## config.mk

```make
export PLATFORM = sky130hd
export DESIGN_NAME = alu_rsv_module_flat
export DESIGN_NICKNAME = d
export VERILOG_FILES = /design/src/rtl/alu_rsv_if.sv /design/src/rtl/alu_rsv_module.sv /design/src/flat_wrapper.sv
export SDC_FILE = /design/constraint.sdc
export NUM_CORES = 1
export LEC_CHECK = 0
export BUFFER_PORTS_ARGS = -buffer_cell sky130_fd_sc_hd__buf_4
export CORE_UTILIZATION = 47
export DETAILED_ROUTE_END_ITERATION = 16
export PLACE_DENSITY = 0.75
export SYNTH_ARGS = -nofsm -noshare
export SYNTH_HDL_FRONTEND = slang
export SYNTH_SLANG_ARGS = --single-unit
```

## constraint.sdc

```tcl
create_clock -name clk -period 9.5 [get_ports clk]
set_input_delay 0.95 -clock clk [delete_from_list [all_inputs] [get_ports clk]]
set_output_delay 0.95 -clock clk [all_outputs]
set_load 0.1 [all_outputs]
```

## src/rtl/alu_rsv_if.sv

```systemverilog
// Dispatch, wakeup, issue and flush bundle of the ALU reservation station.
// The slave modport is the reservation station; the master side drives it.
interface alu_rsv_if #(
  parameter int ROB_ID_WIDTH   = 8,
  parameter int PRF_CODE_WIDTH = 6,
  parameter int PRF_DATA_WIDTH = 32,
  parameter int DECINFO_WIDTH  = 64
);
  logic                      i_disp_vld;
  logic                      o_disp_rdy;
  logic                      i_disp_src1_vld;
  logic                      i_disp_src1_rdy;
  logic [PRF_CODE_WIDTH-1:0] i_disp_src1_code;
  logic [PRF_DATA_WIDTH-1:0] i_disp_src1_dat;
  logic                      i_disp_src2_vld;
  logic                      i_disp_src2_rdy;
  logic [PRF_CODE_WIDTH-1:0] i_disp_src2_code;
  logic [PRF_DATA_WIDTH-1:0] i_disp_src2_dat;
  logic                      i_disp_dst_vld;
  logic [PRF_CODE_WIDTH-1:0] i_disp_dst_code;
  logic [31:0]               i_disp_imm;
  logic [ROB_ID_WIDTH-1:0]   i_disp_rob_id;
  logic [DECINFO_WIDTH-1:0]  i_disp_decinfo_bus;
  logic [7:0]                i_disp_excp_code;
  logic                      i_wb0_vld;
  logic [PRF_CODE_WIDTH-1:0] i_wb0_code;
  logic [PRF_DATA_WIDTH-1:0] i_wb0_dat;
  logic                      i_wb1_vld;
  logic [PRF_CODE_WIDTH-1:0] i_wb1_code;
  logic [PRF_DATA_WIDTH-1:0] i_wb1_dat;
  logic                      i_exu_rdy;
  logic                      o_rsv_exu_vld;
  logic                      o_rsv_exu_src1_vld;
  logic [PRF_DATA_WIDTH-1:0] o_rsv_exu_src1_dat;
  logic                      o_rsv_exu_src2_vld;
  logic [PRF_DATA_WIDTH-1:0] o_rsv_exu_src2_dat;
  logic                      o_rsv_exu_src3_vld;
  logic [PRF_DATA_WIDTH-1:0] o_rsv_exu_src3_dat;
  logic                      o_rsv_exu_dst_vld;
  logic [PRF_CODE_WIDTH-1:0] o_rsv_exu_dst_code;
  logic [31:0]               o_rsv_exu_imm;
  logic [ROB_ID_WIDTH-1:0]   o_rsv_exu_rob_id;
  logic [DECINFO_WIDTH-1:0]  o_rsv_exu_decinfo_bus;
  logic [7:0]                o_rsv_exu_excp_code;
  logic                      i_csr_trap_flush;
  logic                      i_exu_mis_flush;
  logic [ROB_ID_WIDTH-1:0]   i_exu_mis_rob_id;
  logic                      i_exu_ls_flush;
  logic [ROB_ID_WIDTH-1:0]   i_exu_ls_rob_id;

  modport slave (
    input  i_disp_vld, i_disp_src1_vld, i_disp_src1_rdy, i_disp_src1_code, i_disp_src1_dat,
           i_disp_src2_vld, i_disp_src2_rdy, i_disp_src2_code, i_disp_src2_dat,
           i_disp_dst_vld, i_disp_dst_code, i_disp_imm, i_disp_rob_id, i_disp_decinfo_bus,
           i_disp_excp_code, i_wb0_vld, i_wb0_code, i_wb0_dat, i_wb1_vld, i_wb1_code,
           i_wb1_dat, i_exu_rdy, i_csr_trap_flush, i_exu_mis_flush, i_exu_mis_rob_id,
           i_exu_ls_flush, i_exu_ls_rob_id,
    output o_disp_rdy, o_rsv_exu_vld, o_rsv_exu_src1_vld, o_rsv_exu_src1_dat,
           o_rsv_exu_src2_vld, o_rsv_exu_src2_dat, o_rsv_exu_src3_vld, o_rsv_exu_src3_dat,
           o_rsv_exu_dst_vld, o_rsv_exu_dst_code, o_rsv_exu_imm, o_rsv_exu_rob_id,
           o_rsv_exu_decinfo_bus, o_rsv_exu_excp_code
  );

  modport master (
    output i_disp_vld, i_disp_src1_vld, i_disp_src1_rdy, i_disp_src1_code, i_disp_src1_dat,
           i_disp_src2_vld, i_disp_src2_rdy, i_disp_src2_code, i_disp_src2_dat,
           i_disp_dst_vld, i_disp_dst_code, i_disp_imm, i_disp_rob_id, i_disp_decinfo_bus,
           i_disp_excp_code, i_wb0_vld, i_wb0_code, i_wb0_dat, i_wb1_vld, i_wb1_code,
           i_wb1_dat, i_exu_rdy, i_csr_trap_flush, i_exu_mis_flush, i_exu_mis_rob_id,
           i_exu_ls_flush, i_exu_ls_rob_id,
    input  o_disp_rdy, o_rsv_exu_vld, o_rsv_exu_src1_vld, o_rsv_exu_src1_dat,
           o_rsv_exu_src2_vld, o_rsv_exu_src2_dat, o_rsv_exu_src3_vld, o_rsv_exu_src3_dat,
           o_rsv_exu_dst_vld, o_rsv_exu_dst_code, o_rsv_exu_imm, o_rsv_exu_rob_id,
           o_rsv_exu_decinfo_bus, o_rsv_exu_excp_code
  );
endinterface

```

## src/rtl/alu_rsv_module.sv

```systemverilog
// ALU reservation station: oldest-ready issue, two-port wakeup, trap/mis/ls flush.
// Optional macro RSV_WB_BYPASS_EN lets an entry issue in the cycle its last operand wakes.
module alu_rsv_module #(
  parameter int ENTRY_NUM      = 4,
  parameter int ROB_ID_WIDTH   = 8,
  parameter int PRF_CODE_WIDTH = 6,
  parameter int PRF_DATA_WIDTH = 32,
  parameter int DECINFO_WIDTH  = 64
) (
  input logic     clk,
  input logic     rst,
  alu_rsv_if.slave bus
);
  localparam int IDX_W = $clog2(ENTRY_NUM);
  localparam int RW    = ROB_ID_WIDTH;

  logic [ENTRY_NUM-1:0]      ent_vld, s1_vld, s1_rdy, s2_vld, s2_rdy, dst_vld;
  logic [PRF_CODE_WIDTH-1:0] s1_code [ENTRY_NUM];
  logic [PRF_CODE_WIDTH-1:0] s2_code [ENTRY_NUM];
  logic [PRF_CODE_WIDTH-1:0] dst_code [ENTRY_NUM];
  logic [PRF_DATA_WIDTH-1:0] s1_dat [ENTRY_NUM];
  logic [PRF_DATA_WIDTH-1:0] s2_dat [ENTRY_NUM];
  logic [31:0]               imm [ENTRY_NUM];
  logic [RW-1:0]             rob_id [ENTRY_NUM];
  logic [DECINFO_WIDTH-1:0]  decinfo [ENTRY_NUM];
  logic [7:0]                excp [ENTRY_NUM];

  logic [ENTRY_NUM-1:0] w0_s1, w1_s1, w0_s2, w1_s2, s1_ok, s2_ok, issuable;
  logic [IDX_W-1:0]     sel_idx, enq_idx;
  logic                 sel_found, issue_vld, flush_any, enq_fire, enq_keep;
  logic [RW-1:0]        flush_id;
  logic                 e_w0_s1, e_w1_s1, e_w0_s2, e_w1_s2;

  // Wrap-bit age compare: true when a is older than b.
  function automatic logic rob_older(input logic [RW-1:0] a, input logic [RW-1:0] b);
    if (a[RW-1] == b[RW-1]) return a[RW-2:0] < b[RW-2:0];
    return a[RW-2:0] >= b[RW-2:0];
  endfunction

  always_comb begin
    for (int i = 0; i < ENTRY_NUM; i++) begin
      w0_s1[i] = bus.i_wb0_vld && (bus.i_wb0_code == s1_code[i]);
      w1_s1[i] = bus.i_wb1_vld && (bus.i_wb1_code == s1_code[i]);
      w0_s2[i] = bus.i_wb0_vld && (bus.i_wb0_code == s2_code[i]);
      w1_s2[i] = bus.i_wb1_vld && (bus.i_wb1_code == s2_code[i]);
`ifdef RSV_WB_BYPASS_EN
      s1_ok[i] = !s1_vld[i] || s1_rdy[i] || w0_s1[i] || w1_s1[i];
      s2_ok[i] = !s2_vld[i] || s2_rdy[i] || w0_s2[i] || w1_s2[i];
`else
      s1_ok[i] = !s1_vld[i] || s1_rdy[i];
      s2_ok[i] = !s2_vld[i] || s2_rdy[i];
`endif
      issuable[i] = ent_vld[i] && s1_ok[i] && s2_ok[i];
    end
  end

  always_comb begin
    sel_idx   = '0;
    sel_found = 1'b0;
    for (int i = 0; i < ENTRY_NUM; i++) begin
      if (issuable[i] && (!sel_found || rob_older(rob_id[i], rob_id[sel_idx]))) begin
        sel_idx   = IDX_W'(i);
        sel_found = 1'b1;
      end
    end
    enq_idx = '0;
    for (int i = ENTRY_NUM - 1; i >= 0; i--) begin
      if (!ent_vld[i]) enq_idx = IDX_W'(i);
    end
  end

  always_comb begin
    flush_any = bus.i_exu_mis_flush || bus.i_exu_ls_flush;
    if (bus.i_exu_mis_flush && bus.i_exu_ls_flush)
      flush_id = rob_older(bus.i_exu_mis_rob_id, bus.i_exu_ls_rob_id) ? bus.i_exu_mis_rob_id
                                                                      : bus.i_exu_ls_rob_id;
    else
      flush_id = bus.i_exu_mis_flush ? bus.i_exu_mis_rob_id : bus.i_exu_ls_rob_id;
  end

  assign bus.o_disp_rdy = ~&ent_vld;
  assign issue_vld      = bus.i_exu_rdy && sel_found && !bus.i_csr_trap_flush && !flush_any;
  assign enq_fire       = bus.i_disp_vld && bus.o_disp_rdy && !bus.i_csr_trap_flush;
  assign enq_keep       = !(flush_any && rob_older(flush_id, bus.i_disp_rob_id));
  assign e_w0_s1 = bus.i_wb0_vld && (bus.i_wb0_code == bus.i_disp_src1_code);
  assign e_w1_s1 = bus.i_wb1_vld && (bus.i_wb1_code == bus.i_disp_src1_code);
  assign e_w0_s2 = bus.i_wb0_vld && (bus.i_wb0_code == bus.i_disp_src2_code);
  assign e_w1_s2 = bus.i_wb1_vld && (bus.i_wb1_code == bus.i_disp_src2_code);

  always_comb begin
    bus.o_rsv_exu_vld         = issue_vld;
    bus.o_rsv_exu_src1_vld    = 1'b0;
    bus.o_rsv_exu_src1_dat    = '0;
    bus.o_rsv_exu_src2_vld    = 1'b0;
    bus.o_rsv_exu_src2_dat    = '0;
    bus.o_rsv_exu_src3_vld    = 1'b0;
    bus.o_rsv_exu_src3_dat    = '0;
    bus.o_rsv_exu_dst_vld     = 1'b0;
    bus.o_rsv_exu_dst_code    = '0;
    bus.o_rsv_exu_imm         = '0;
    bus.o_rsv_exu_rob_id      = '0;
    bus.o_rsv_exu_decinfo_bus = '0;
    bus.o_rsv_exu_excp_code   = '0;
    if (issue_vld) begin
      bus.o_rsv_exu_src1_vld    = s1_vld[sel_idx];
      bus.o_rsv_exu_src1_dat    = s1_dat[sel_idx];
      bus.o_rsv_exu_src2_vld    = s2_vld[sel_idx];
      bus.o_rsv_exu_src2_dat    = s2_dat[sel_idx];
`ifdef RSV_WB_BYPASS_EN
      // Operand waking this cycle has no stored data yet; take it straight off the wb port.
      if (s1_vld[sel_idx] && !s1_rdy[sel_idx])
        bus.o_rsv_exu_src1_dat = w0_s1[sel_idx] ? bus.i_wb0_dat : bus.i_wb1_dat;
      if (s2_vld[sel_idx] && !s2_rdy[sel_idx])
        bus.o_rsv_exu_src2_dat = w0_s2[sel_idx] ? bus.i_wb0_dat : bus.i_wb1_dat;
`endif
      bus.o_rsv_exu_dst_vld     = dst_vld[sel_idx];
      bus.o_rsv_exu_dst_code    = dst_code[sel_idx];
      bus.o_rsv_exu_imm         = imm[sel_idx];
      bus.o_rsv_exu_rob_id      = rob_id[sel_idx];
      bus.o_rsv_exu_decinfo_bus = decinfo[sel_idx];
      bus.o_rsv_exu_excp_code   = excp[sel_idx];
    end
  end

  always_ff @(posedge clk or posedge rst) begin
    if (rst) begin
      ent_vld <= '0;
      s1_rdy  <= '0;
      s2_rdy  <= '0;
    end else begin
      for (int i = 0; i < ENTRY_NUM; i++) begin
        if (bus.i_csr_trap_flush ||
            (issue_vld && (sel_idx == IDX_W'(i))) ||
            (flush_any && rob_older(flush_id, rob_id[i])))
          ent_vld[i] <= 1'b0;
        if (s1_vld[i] && (w0_s1[i] || w1_s1[i])) s1_rdy[i] <= 1'b1;
        if (s2_vld[i] && (w0_s2[i] || w1_s2[i])) s2_rdy[i] <= 1'b1;
      end
      if (enq_fire) begin
        ent_vld[enq_idx] <= enq_keep;
        s1_rdy[enq_idx]  <= bus.i_disp_src1_rdy || (bus.i_disp_src1_vld && (e_w0_s1 || e_w1_s1));
        s2_rdy[enq_idx]  <= bus.i_disp_src2_rdy || (bus.i_disp_src2_vld && (e_w0_s2 || e_w1_s2));
      end
    end
  end

  // Payload needs no reset: it is only observed through a valid entry.
  always_ff @(posedge clk) begin
    for (int i = 0; i < ENTRY_NUM; i++) begin
      if (s1_vld[i] && !s1_rdy[i] && (w0_s1[i] || w1_s1[i]))
        s1_dat[i] <= w0_s1[i] ? bus.i_wb0_dat : bus.i_wb1_dat;
      if (s2_vld[i] && !s2_rdy[i] && (w0_s2[i] || w1_s2[i]))
        s2_dat[i] <= w0_s2[i] ? bus.i_wb0_dat : bus.i_wb1_dat;
    end
    if (enq_fire) begin
      s1_vld[enq_idx]   <= bus.i_disp_src1_vld;
      s2_vld[enq_idx]   <= bus.i_disp_src2_vld;
      s1_code[enq_idx]  <= bus.i_disp_src1_code;
      s2_code[enq_idx]  <= bus.i_disp_src2_code;
      s1_dat[enq_idx]   <= (bus.i_disp_src1_vld && !bus.i_disp_src1_rdy && e_w0_s1) ? bus.i_wb0_dat :
                           (bus.i_disp_src1_vld && !bus.i_disp_src1_rdy && e_w1_s1) ? bus.i_wb1_dat :
                           bus.i_disp_src1_dat;
      s2_dat[enq_idx]   <= (bus.i_disp_src2_vld && !bus.i_disp_src2_rdy && e_w0_s2) ? bus.i_wb0_dat :
                           (bus.i_disp_src2_vld && !bus.i_disp_src2_rdy && e_w1_s2) ? bus.i_wb1_dat :
                           bus.i_disp_src2_dat;
      dst_vld[enq_idx]  <= bus.i_disp_dst_vld;
      dst_code[enq_idx] <= bus.i_disp_dst_code;
      imm[enq_idx]      <= bus.i_disp_imm;
      rob_id[enq_idx]   <= bus.i_disp_rob_id;
      decinfo[enq_idx]  <= bus.i_disp_decinfo_bus;
      excp[enq_idx]     <= bus.i_disp_excp_code;
    end
  end
endmodule
```

## src/flat_wrapper.sv

```systemverilog
// flat-port wrapper written by rule: the top's interface ports become plain ports
module alu_rsv_module_flat 
#(
  parameter int ENTRY_NUM      = 4,
  parameter int ROB_ID_WIDTH   = 8,
  parameter int PRF_CODE_WIDTH = 6,
  parameter int PRF_DATA_WIDTH = 32,
  parameter int DECINFO_WIDTH  = 64
)
  (clk, rst, bus_i_disp_vld, bus_i_disp_src1_vld, bus_i_disp_src1_rdy, bus_i_disp_src1_code, bus_i_disp_src1_dat, bus_i_disp_src2_vld, bus_i_disp_src2_rdy, bus_i_disp_src2_code, bus_i_disp_src2_dat, bus_i_disp_dst_vld, bus_i_disp_dst_code, bus_i_disp_imm, bus_i_disp_rob_id, bus_i_disp_decinfo_bus, bus_i_disp_excp_code, bus_i_wb0_vld, bus_i_wb0_code, bus_i_wb0_dat, bus_i_wb1_vld, bus_i_wb1_code, bus_i_wb1_dat, bus_i_exu_rdy, bus_i_csr_trap_flush, bus_i_exu_mis_flush, bus_i_exu_mis_rob_id, bus_i_exu_ls_flush, bus_i_exu_ls_rob_id, bus_o_disp_rdy, bus_o_rsv_exu_vld, bus_o_rsv_exu_src1_vld, bus_o_rsv_exu_src1_dat, bus_o_rsv_exu_src2_vld, bus_o_rsv_exu_src2_dat, bus_o_rsv_exu_src3_vld, bus_o_rsv_exu_src3_dat, bus_o_rsv_exu_dst_vld, bus_o_rsv_exu_dst_code, bus_o_rsv_exu_imm, bus_o_rsv_exu_rob_id, bus_o_rsv_exu_decinfo_bus, bus_o_rsv_exu_excp_code);
  alu_rsv_if #(.ROB_ID_WIDTH(ROB_ID_WIDTH), .PRF_CODE_WIDTH(PRF_CODE_WIDTH), .PRF_DATA_WIDTH(PRF_DATA_WIDTH), .DECINFO_WIDTH(DECINFO_WIDTH)) bus_i ();
  input logic clk;
  input logic rst;
  input wire logic [$bits(bus_i.i_disp_vld)-1:0] bus_i_disp_vld;
  input wire logic [$bits(bus_i.i_disp_src1_vld)-1:0] bus_i_disp_src1_vld;
  input wire logic [$bits(bus_i.i_disp_src1_rdy)-1:0] bus_i_disp_src1_rdy;
  input wire logic [$bits(bus_i.i_disp_src1_code)-1:0] bus_i_disp_src1_code;
  input wire logic [$bits(bus_i.i_disp_src1_dat)-1:0] bus_i_disp_src1_dat;
  input wire logic [$bits(bus_i.i_disp_src2_vld)-1:0] bus_i_disp_src2_vld;
  input wire logic [$bits(bus_i.i_disp_src2_rdy)-1:0] bus_i_disp_src2_rdy;
  input wire logic [$bits(bus_i.i_disp_src2_code)-1:0] bus_i_disp_src2_code;
  input wire logic [$bits(bus_i.i_disp_src2_dat)-1:0] bus_i_disp_src2_dat;
  input wire logic [$bits(bus_i.i_disp_dst_vld)-1:0] bus_i_disp_dst_vld;
  input wire logic [$bits(bus_i.i_disp_dst_code)-1:0] bus_i_disp_dst_code;
  input wire logic [$bits(bus_i.i_disp_imm)-1:0] bus_i_disp_imm;
  input wire logic [$bits(bus_i.i_disp_rob_id)-1:0] bus_i_disp_rob_id;
  input wire logic [$bits(bus_i.i_disp_decinfo_bus)-1:0] bus_i_disp_decinfo_bus;
  input wire logic [$bits(bus_i.i_disp_excp_code)-1:0] bus_i_disp_excp_code;
  input wire logic [$bits(bus_i.i_wb0_vld)-1:0] bus_i_wb0_vld;
  input wire logic [$bits(bus_i.i_wb0_code)-1:0] bus_i_wb0_code;
  input wire logic [$bits(bus_i.i_wb0_dat)-1:0] bus_i_wb0_dat;
  input wire logic [$bits(bus_i.i_wb1_vld)-1:0] bus_i_wb1_vld;
  input wire logic [$bits(bus_i.i_wb1_code)-1:0] bus_i_wb1_code;
  input wire logic [$bits(bus_i.i_wb1_dat)-1:0] bus_i_wb1_dat;
  input wire logic [$bits(bus_i.i_exu_rdy)-1:0] bus_i_exu_rdy;
  input wire logic [$bits(bus_i.i_csr_trap_flush)-1:0] bus_i_csr_trap_flush;
  input wire logic [$bits(bus_i.i_exu_mis_flush)-1:0] bus_i_exu_mis_flush;
  input wire logic [$bits(bus_i.i_exu_mis_rob_id)-1:0] bus_i_exu_mis_rob_id;
  input wire logic [$bits(bus_i.i_exu_ls_flush)-1:0] bus_i_exu_ls_flush;
  input wire logic [$bits(bus_i.i_exu_ls_rob_id)-1:0] bus_i_exu_ls_rob_id;
  output wire logic [$bits(bus_i.o_disp_rdy)-1:0] bus_o_disp_rdy;
  output wire logic [$bits(bus_i.o_rsv_exu_vld)-1:0] bus_o_rsv_exu_vld;
  output wire logic [$bits(bus_i.o_rsv_exu_src1_vld)-1:0] bus_o_rsv_exu_src1_vld;
  output wire logic [$bits(bus_i.o_rsv_exu_src1_dat)-1:0] bus_o_rsv_exu_src1_dat;
  output wire logic [$bits(bus_i.o_rsv_exu_src2_vld)-1:0] bus_o_rsv_exu_src2_vld;
  output wire logic [$bits(bus_i.o_rsv_exu_src2_dat)-1:0] bus_o_rsv_exu_src2_dat;
  output wire logic [$bits(bus_i.o_rsv_exu_src3_vld)-1:0] bus_o_rsv_exu_src3_vld;
  output wire logic [$bits(bus_i.o_rsv_exu_src3_dat)-1:0] bus_o_rsv_exu_src3_dat;
  output wire logic [$bits(bus_i.o_rsv_exu_dst_vld)-1:0] bus_o_rsv_exu_dst_vld;
  output wire logic [$bits(bus_i.o_rsv_exu_dst_code)-1:0] bus_o_rsv_exu_dst_code;
  output wire logic [$bits(bus_i.o_rsv_exu_imm)-1:0] bus_o_rsv_exu_imm;
  output wire logic [$bits(bus_i.o_rsv_exu_rob_id)-1:0] bus_o_rsv_exu_rob_id;
  output wire logic [$bits(bus_i.o_rsv_exu_decinfo_bus)-1:0] bus_o_rsv_exu_decinfo_bus;
  output wire logic [$bits(bus_i.o_rsv_exu_excp_code)-1:0] bus_o_rsv_exu_excp_code;
  assign bus_i.i_disp_vld = bus_i_disp_vld;
  assign bus_i.i_disp_src1_vld = bus_i_disp_src1_vld;
  assign bus_i.i_disp_src1_rdy = bus_i_disp_src1_rdy;
  assign bus_i.i_disp_src1_code = bus_i_disp_src1_code;
  assign bus_i.i_disp_src1_dat = bus_i_disp_src1_dat;
  assign bus_i.i_disp_src2_vld = bus_i_disp_src2_vld;
  assign bus_i.i_disp_src2_rdy = bus_i_disp_src2_rdy;
  assign bus_i.i_disp_src2_code = bus_i_disp_src2_code;
  assign bus_i.i_disp_src2_dat = bus_i_disp_src2_dat;
  assign bus_i.i_disp_dst_vld = bus_i_disp_dst_vld;
  assign bus_i.i_disp_dst_code = bus_i_disp_dst_code;
  assign bus_i.i_disp_imm = bus_i_disp_imm;
  assign bus_i.i_disp_rob_id = bus_i_disp_rob_id;
  assign bus_i.i_disp_decinfo_bus = bus_i_disp_decinfo_bus;
  assign bus_i.i_disp_excp_code = bus_i_disp_excp_code;
  assign bus_i.i_wb0_vld = bus_i_wb0_vld;
  assign bus_i.i_wb0_code = bus_i_wb0_code;
  assign bus_i.i_wb0_dat = bus_i_wb0_dat;
  assign bus_i.i_wb1_vld = bus_i_wb1_vld;
  assign bus_i.i_wb1_code = bus_i_wb1_code;
  assign bus_i.i_wb1_dat = bus_i_wb1_dat;
  assign bus_i.i_exu_rdy = bus_i_exu_rdy;
  assign bus_i.i_csr_trap_flush = bus_i_csr_trap_flush;
  assign bus_i.i_exu_mis_flush = bus_i_exu_mis_flush;
  assign bus_i.i_exu_mis_rob_id = bus_i_exu_mis_rob_id;
  assign bus_i.i_exu_ls_flush = bus_i_exu_ls_flush;
  assign bus_i.i_exu_ls_rob_id = bus_i_exu_ls_rob_id;
  assign bus_o_disp_rdy = bus_i.o_disp_rdy;
  assign bus_o_rsv_exu_vld = bus_i.o_rsv_exu_vld;
  assign bus_o_rsv_exu_src1_vld = bus_i.o_rsv_exu_src1_vld;
  assign bus_o_rsv_exu_src1_dat = bus_i.o_rsv_exu_src1_dat;
  assign bus_o_rsv_exu_src2_vld = bus_i.o_rsv_exu_src2_vld;
  assign bus_o_rsv_exu_src2_dat = bus_i.o_rsv_exu_src2_dat;
  assign bus_o_rsv_exu_src3_vld = bus_i.o_rsv_exu_src3_vld;
  assign bus_o_rsv_exu_src3_dat = bus_i.o_rsv_exu_src3_dat;
  assign bus_o_rsv_exu_dst_vld = bus_i.o_rsv_exu_dst_vld;
  assign bus_o_rsv_exu_dst_code = bus_i.o_rsv_exu_dst_code;
  assign bus_o_rsv_exu_imm = bus_i.o_rsv_exu_imm;
  assign bus_o_rsv_exu_rob_id = bus_i.o_rsv_exu_rob_id;
  assign bus_o_rsv_exu_decinfo_bus = bus_i.o_rsv_exu_decinfo_bus;
  assign bus_o_rsv_exu_excp_code = bus_i.o_rsv_exu_excp_code;
  alu_rsv_module #(.ENTRY_NUM(ENTRY_NUM), .ROB_ID_WIDTH(ROB_ID_WIDTH), .PRF_CODE_WIDTH(PRF_CODE_WIDTH), .PRF_DATA_WIDTH(PRF_DATA_WIDTH), .DECINFO_WIDTH(DECINFO_WIDTH)) u_core (.clk(clk), .rst(rst), .bus(bus_i));
endmodule
```

Word level (Yosys, flattened, before mapping)
Memory sizes are Yosys's and may differ from the RTL's. Cells that the tools add are included. W data, S select, Z words.

Register bits after elaboration: 24. Bits in writable memories: 776. ROM bits: 0. Memories: 9. Word-level logic and storage cells: 318. Latch bits: 0. Input bits: 300.

Equality and inequality tests: 32. Muxes and demuxes: 112. Add/subtract/negate cells: 0. Bitwise operators: 0. Reduce and logical (&&, ||, !) cells: 138. Div/mod/pow operators: 0. $lt $le $gt $ge: 21. Shift operators: 0. Multiply operators: 0.

Memory list: u_core.decinfo (depth 4, bits a word 64, read ports 1, clocked after memory_dff 0, write ports 1, line alu_rsv_module.sv:25) `logic [DECINFO_WIDTH-1:0] decinfo [ENTRY_NUM];`; u_core.imm (depth 4, bits a word 32, read ports 1, clocked after memory_dff 0, write ports 1, line alu_rsv_module.sv:23) `logic [31:0] imm [ENTRY_NUM];`; u_core.s1_dat (depth 4, bits a word 32, read ports 1, clocked after memory_dff 0, write ports 5, line alu_rsv_module.sv:21) `logic [PRF_DATA_WIDTH-1:0] s1_dat [ENTRY_NUM];`; u_core.s2_dat (depth 4, bits a word 32, read ports 1, clocked after memory_dff 0, write ports 5, line alu_rsv_module.sv:22) `logic [PRF_DATA_WIDTH-1:0] s2_dat [ENTRY_NUM];`; u_core.excp (depth 4, bits a word 8, read ports 1, clocked after memory_dff 0, write ports 1, line alu_rsv_module.sv:26) `logic [7:0] excp [ENTRY_NUM];`; u_core.rob_id (depth 4, bits a word 8, read ports 7, clocked after memory_dff 0, write ports 1, line alu_rsv_module.sv:24) `logic [RW-1:0] rob_id [ENTRY_NUM];`; +3 memories.

Operator list (number): $mux W32 (15); $eq A6 B6 Y1 (20); $logic_and A1 B1 Y1 (79); $mux W1 (71); $mux W64 (1); $ge A7 B7 Y1 (9); $lt A7 B7 Y1 (9); $mux W8 (5); $logic_or A1 B1 Y1 (32); $logic_not A1 Y1 (25); $bwmux W4 (6); $mux W2 (6); $mux W4 (3); $eq A1 B1 Y1 (9); $bmux W1 S2 (3); $lt A2 B3 Y1 const B (2); $mux W6 (1); $eq A2 B2 Y1 const B (2); $reduce_and A4 Y1 (1); $demux W1 S2 (1); $eq A2 B1 Y1 const B (1); $ge A2 B1 Y1 const B (1); $logic_not A2 Y1 (1).

Logic depth before layout (Yosys ltp)
An unclocked memory read counts as a cell.

Word-level depth: 32. Mapped depth: 35. Depth with buffers taken out: 29.

Least setup slack after synthesis
No wires, ideal clock.

Kind: register to output. Start point: mem u_core.rob_id[1][6] in the netlist's numbering. End point: out bus_o_rsv_exu_rob_id[7]. Data required time: 8.550 ns. Arrival time: 8.184 ns. Stages on the path, launching flop included: 29. Setup slack: 0.366 ns. Buffers on the path: 5. Cell sequence: edfxtp_1 > ha_1 > nand4_1 > or3_1 > a21o_1 > a31oi_1 > clkbuf_1 > buf_2 > mux2i_1 > ha_1 > a2111o_1 > o22ai_2 > nand2_1 > nand2_1 > a21o_1 > and3_1 > clkbuf_1 > clkbuf_1 > o22ai_1 > ha_1 > nand3_1 > o21bai_1 > a32oi_1 > nor4_1 > o41ai_2 > a31oi_4 > or2_2 > buf_2 > o21ai_0.

RTL lines: start, declared (line alu_rsv_module.sv:24); end, declared (line flat_wrapper.sv:52) `output wire logic [$bits(bus_i.o_rsv_exu_rob_id)-1:0] bus_o_rsv_exu_rob_id;`.

==> impl_metrics.py <==
metrics = {
    "synthesis": {
        "synthArstFlopShare_pct": 1.500,
        "yosysSeqAreaShare_pct": 59.21,
        "ys_types": 64,
        "synth_area_per_cell_um2": 12.70,
        "yosys_warnings": 0,
        "yosys.area.top_type_share_pct": 58.47,
        "yosys.area.top_type": "edfxtp_1",
        "synth-edff-count": 788,
        "synth_seq_cells": 800,
        "ys.flop_type": "edfxtp_1",
        "synth_area_um2": 40470,
        "synth.area.top_cells": "edfxtp_1 58%, mux2i_1 13%, a2bb2oi_1 3.9%",
        "syn_inst": 3188,
    },
    "timing": {
        "fin_crit_sh_pct": 95.37,
        "hold_violations": 0,
        "max_freq_mhz": 110.4,
        "finalSetupViolCount": 0,
        "min_period_ps": 9060,
        "slew_headroom_pct": 21.30,
        "whs_ps": 374.3,
        "rsz0062_at_grt": "true",
        "drv_slew": 0,
        "clock_skew_ps": 31.33,
        "worst_pin_slew_ps": 1170,
        "tns_ps": 0,
    },
    "die": {
        "start_util_pct": 47.46,
        "fp-row-count": 107,
        "die-height_um": 295.5,
        "die_area_um2": 87290,
        "fp.dieW_um": 295.5,
        "core_um2": 85280,
        "num_io_pins": 520,
    },
    "finish": {
        "final_nets": 3894,
        "layout-drive-gt1-share_pct": 19.93,
        "area_growth_pct": 18.20,
        "utilization_pct": 56.09,
        "stdcell_area_um2": 47840,
        "fill_cells": 6879,
    },
    "drt": {
        "drt_iter0_markers": 2390,
        "drt-total-wl_um": 113900,
        "vias": 28040,
        "wl_per_cell_um": 23.99,
        "drc": 0,
        "drt-pass1-iter-count": 7,
        "drtAntennaViolNets": 0,
        "detail_route.vias_per_cell": 5.904,
    },
    "critical_path": {
        "critPathRequiredTime_ps": 8550,
        "crit_fanout": 24,
        "cpPeakStageDelay_ps": 450,
        "r2r_slack_ps": 2670,
        "critPathKind": "reg2out",
        "worst_ep_arrival_time_ps": 8110,
        "cp-start-kind": "flip-flop",
        "slowest_stage": "o41ai_2",
        "end_kind": "primary output",
    },
    "clocking": {
        "cts.sinks": 800,
        "root_buffer": "clkbuf_16",
        "clkLatencyLatePin_ps": 640,
        "clk_pin_slew_ps": 60,
        "cts_tree": "built",
        "clk_path_buf_depth": 3,
        "htree_num_levels": 3,
        "numCtsBuffers": 87,
    },
    "pwr": {
        "p_leak_nw": 15.69,
        "vdd_drop_max_uv": 157.8,
        "cellPowerDensity_nw_per_um2": 174.6,
        "power_w": 0.008352,
    },
    "worst_hold_path": {
        "worstHoldPathType": "in2async",
    },
    "global_route": {
        "antenna_found_initial": 10,
        "grt_pass1_vias": 27090,
        "grt_max_degree": 187,
        "overflow": 0,
        "grt_pass1_wl_um": 167400,
        "grt_use_total_pct": 25.33,
    },
    "job": {
        "max_cap_viol_count": 0,
    },
    "placement": {
        "gp_congestion": 0.9227,
        "dp_hpwl_um": 70220,
        "placed_area_um2": 44910,
        "portBuffers": 486,
    },
    "run_status": {
        "outcome": "complete, no violations",
    },
}
-- worst paths after layout --
check	end	startpoint	depth (start not counted)
max	bus_o_rsv_exu_src1_dat[16]	u_core.rob_id[1][5]	25
min	u_core.s1_rdy[2]	rst	2
max reg2reg	u_core.ent_vld[1]	u_core.rob_id[1][5]	23
min reg2reg	u_core.s1_rdy[2]	u_core.s1_rdy[2]	2
max in group asynchronous	u_core.ent_vld[1]	rst	2
min in group clk	u_core.decinfo[2][8]	bus_i_disp_decinfo_bus[8]	1
-- what timing repair did --
action,CTS,global route
resized for setup,1,6
setup endpoints to repair,5,185
buffers inserted,0,4
hold buffers,0,0
gates cloned,0,0
pin swaps,0,3
-- metrics by stage --
stage               std cells  setup slack (ps)
floorplan                3220             366.1
global placement         4582             970.4
detailed placement       4582             715.6
CTS                      4743             8.757
global route             4750            -45.77
finish                   4750             439.6
-- layout make-up --
cell class / count / area (µm²) / share of cell area, %
well taps: 1144 / 1431 / 2.992
repair buffers: 538 / 4100 / 8.571
diodes: 3 / 7.507 / 0.01569
clock inverters: 52 / 578.1 / 1.208
inverters: 61 / 256.5 / 0.5362
clock buffers: 109 / 2291 / 4.789
multi-input cells: 2043 / 15210 / 31.79
flip-flops and latches: 800 / 23960 / 50.09
-- placed cells by master (no fill, tap or decap), types with 8 or more instances in the layout --
| cell | instances |
|---|---|
| a21o_1 | 8 |
| a21oi_1 | 88 |
| a22oi_1 | 15 |
| a2bb2oi_1 | 179 |
| buf_4 | 531 |
| clkbuf_1 | 20 |
| clkbuf_16 | 88 |
| clkinv_1 | 14 |
| clkinv_2 | 13 |
| conb_1 | 33 |
| dfrtp_1 | 12 |
| edfxtp_1 | 788 |
| ha_1 | 63 |
| inv_1 | 57 |
| mux2_2 | 8 |
| mux2i_1 | 506 |
| nand2_1 | 282 |
| nand2b_1 | 8 |
| nand3_1 | 12 |
| nand4_1 | 31 |
| nor2_1 | 92 |
| nor2b_1 | 11 |
| nor4_1 | 9 |
| nor4_2 | 8 |
| o21a_1 | 8 |
| o21ai_0 | 285 |
| o21ai_4 | 9 |
| o221ai_1 | 8 |
| o2bb2ai_1 | 169 |
| o31ai_1 | 11 |
| xnor2_1 | 68 |
| xor2_1 | 59 |
-- kinds of logic (layout without fill, tap and decap cells) --
logic type	count (synthesis)	after routing	share of synthesized area, %
muxes	514	514	12.74
other	1	36	0.009266
adders and majority gates	63	63	1.948
AOI/OAI and AO/OA	816	816	13.99
buffers and inverters	377	760	4.102
and+or+nand+nor	490	490	5.259
DFF	800	800	59.21
xor gates and xnor gates	127	127	2.748
-- critical path, delay by kind of cell (launching register included) --
kind / cells / cell delay, ps
flip-flops: 1 / 440
AO/OA/AOI/OAI: 11 / 2680
buffers and inverters: 4 / 1110
AND/OR/NAND/NOR: 6 / 2030
adder cells (fa/ha/maj): 3 / 910
multiplexers: 1 / 300
-- per-layer routing --
| metal | global-route usage (%) | wire [µm] | vias to the layer above |
|---|---|---|---|
| met3 | 5.495 | 10250 | 218 |
| met5 | 0 | 84 | - |
| met2 | 40.98 | 53890 | 1326 |
| li1 | - | - | 12780 |
| met1 | 34.06 | 46800 | 13710 |
| met4 | 7.785 | 2917 | 12 |
-- Yosys cell counts (all sizes together), types with 11 or more instances --
library cell,instances
a21oi,88
a22oi,15
a2bb2oi,179
buf,108
clkbuf,208
dfrtp,12
edfxtp,788
ha,63
inv,59
mux2i,506
nand2,283
nand3,14
nand4,31
nor2,95
nor2b,11
nor4,18
o21ai,294
o2bb2ai,169
o31ai,11
xnor2,68
xor2,59
-- report_power, final --
group / switching [W] / internal (W) / total [W] / leakage (nW)
sequential: 0.0000407 / 0.00400 / 0.00404 / 7.31
clock: 0.00143 / 0.00193 / 0.00336 / 1.38
combinational: 0.000594 / 0.000355 / 0.000949 / 7.00
-- registers in the layout, indices dropped and copies added, names as in the netlist, 24 cells and up --
signal / flops
u_core.decinfo: 256
u_core.imm: 128
u_core.s1_dat: 128
u_core.s2_dat: 128
u_core.excp: 32
u_core.rob_id: 32
u_core.dst_code: 24
u_core.s1_code: 24
u_core.s2_code: 24
Power figures use the tool's default switching activity.
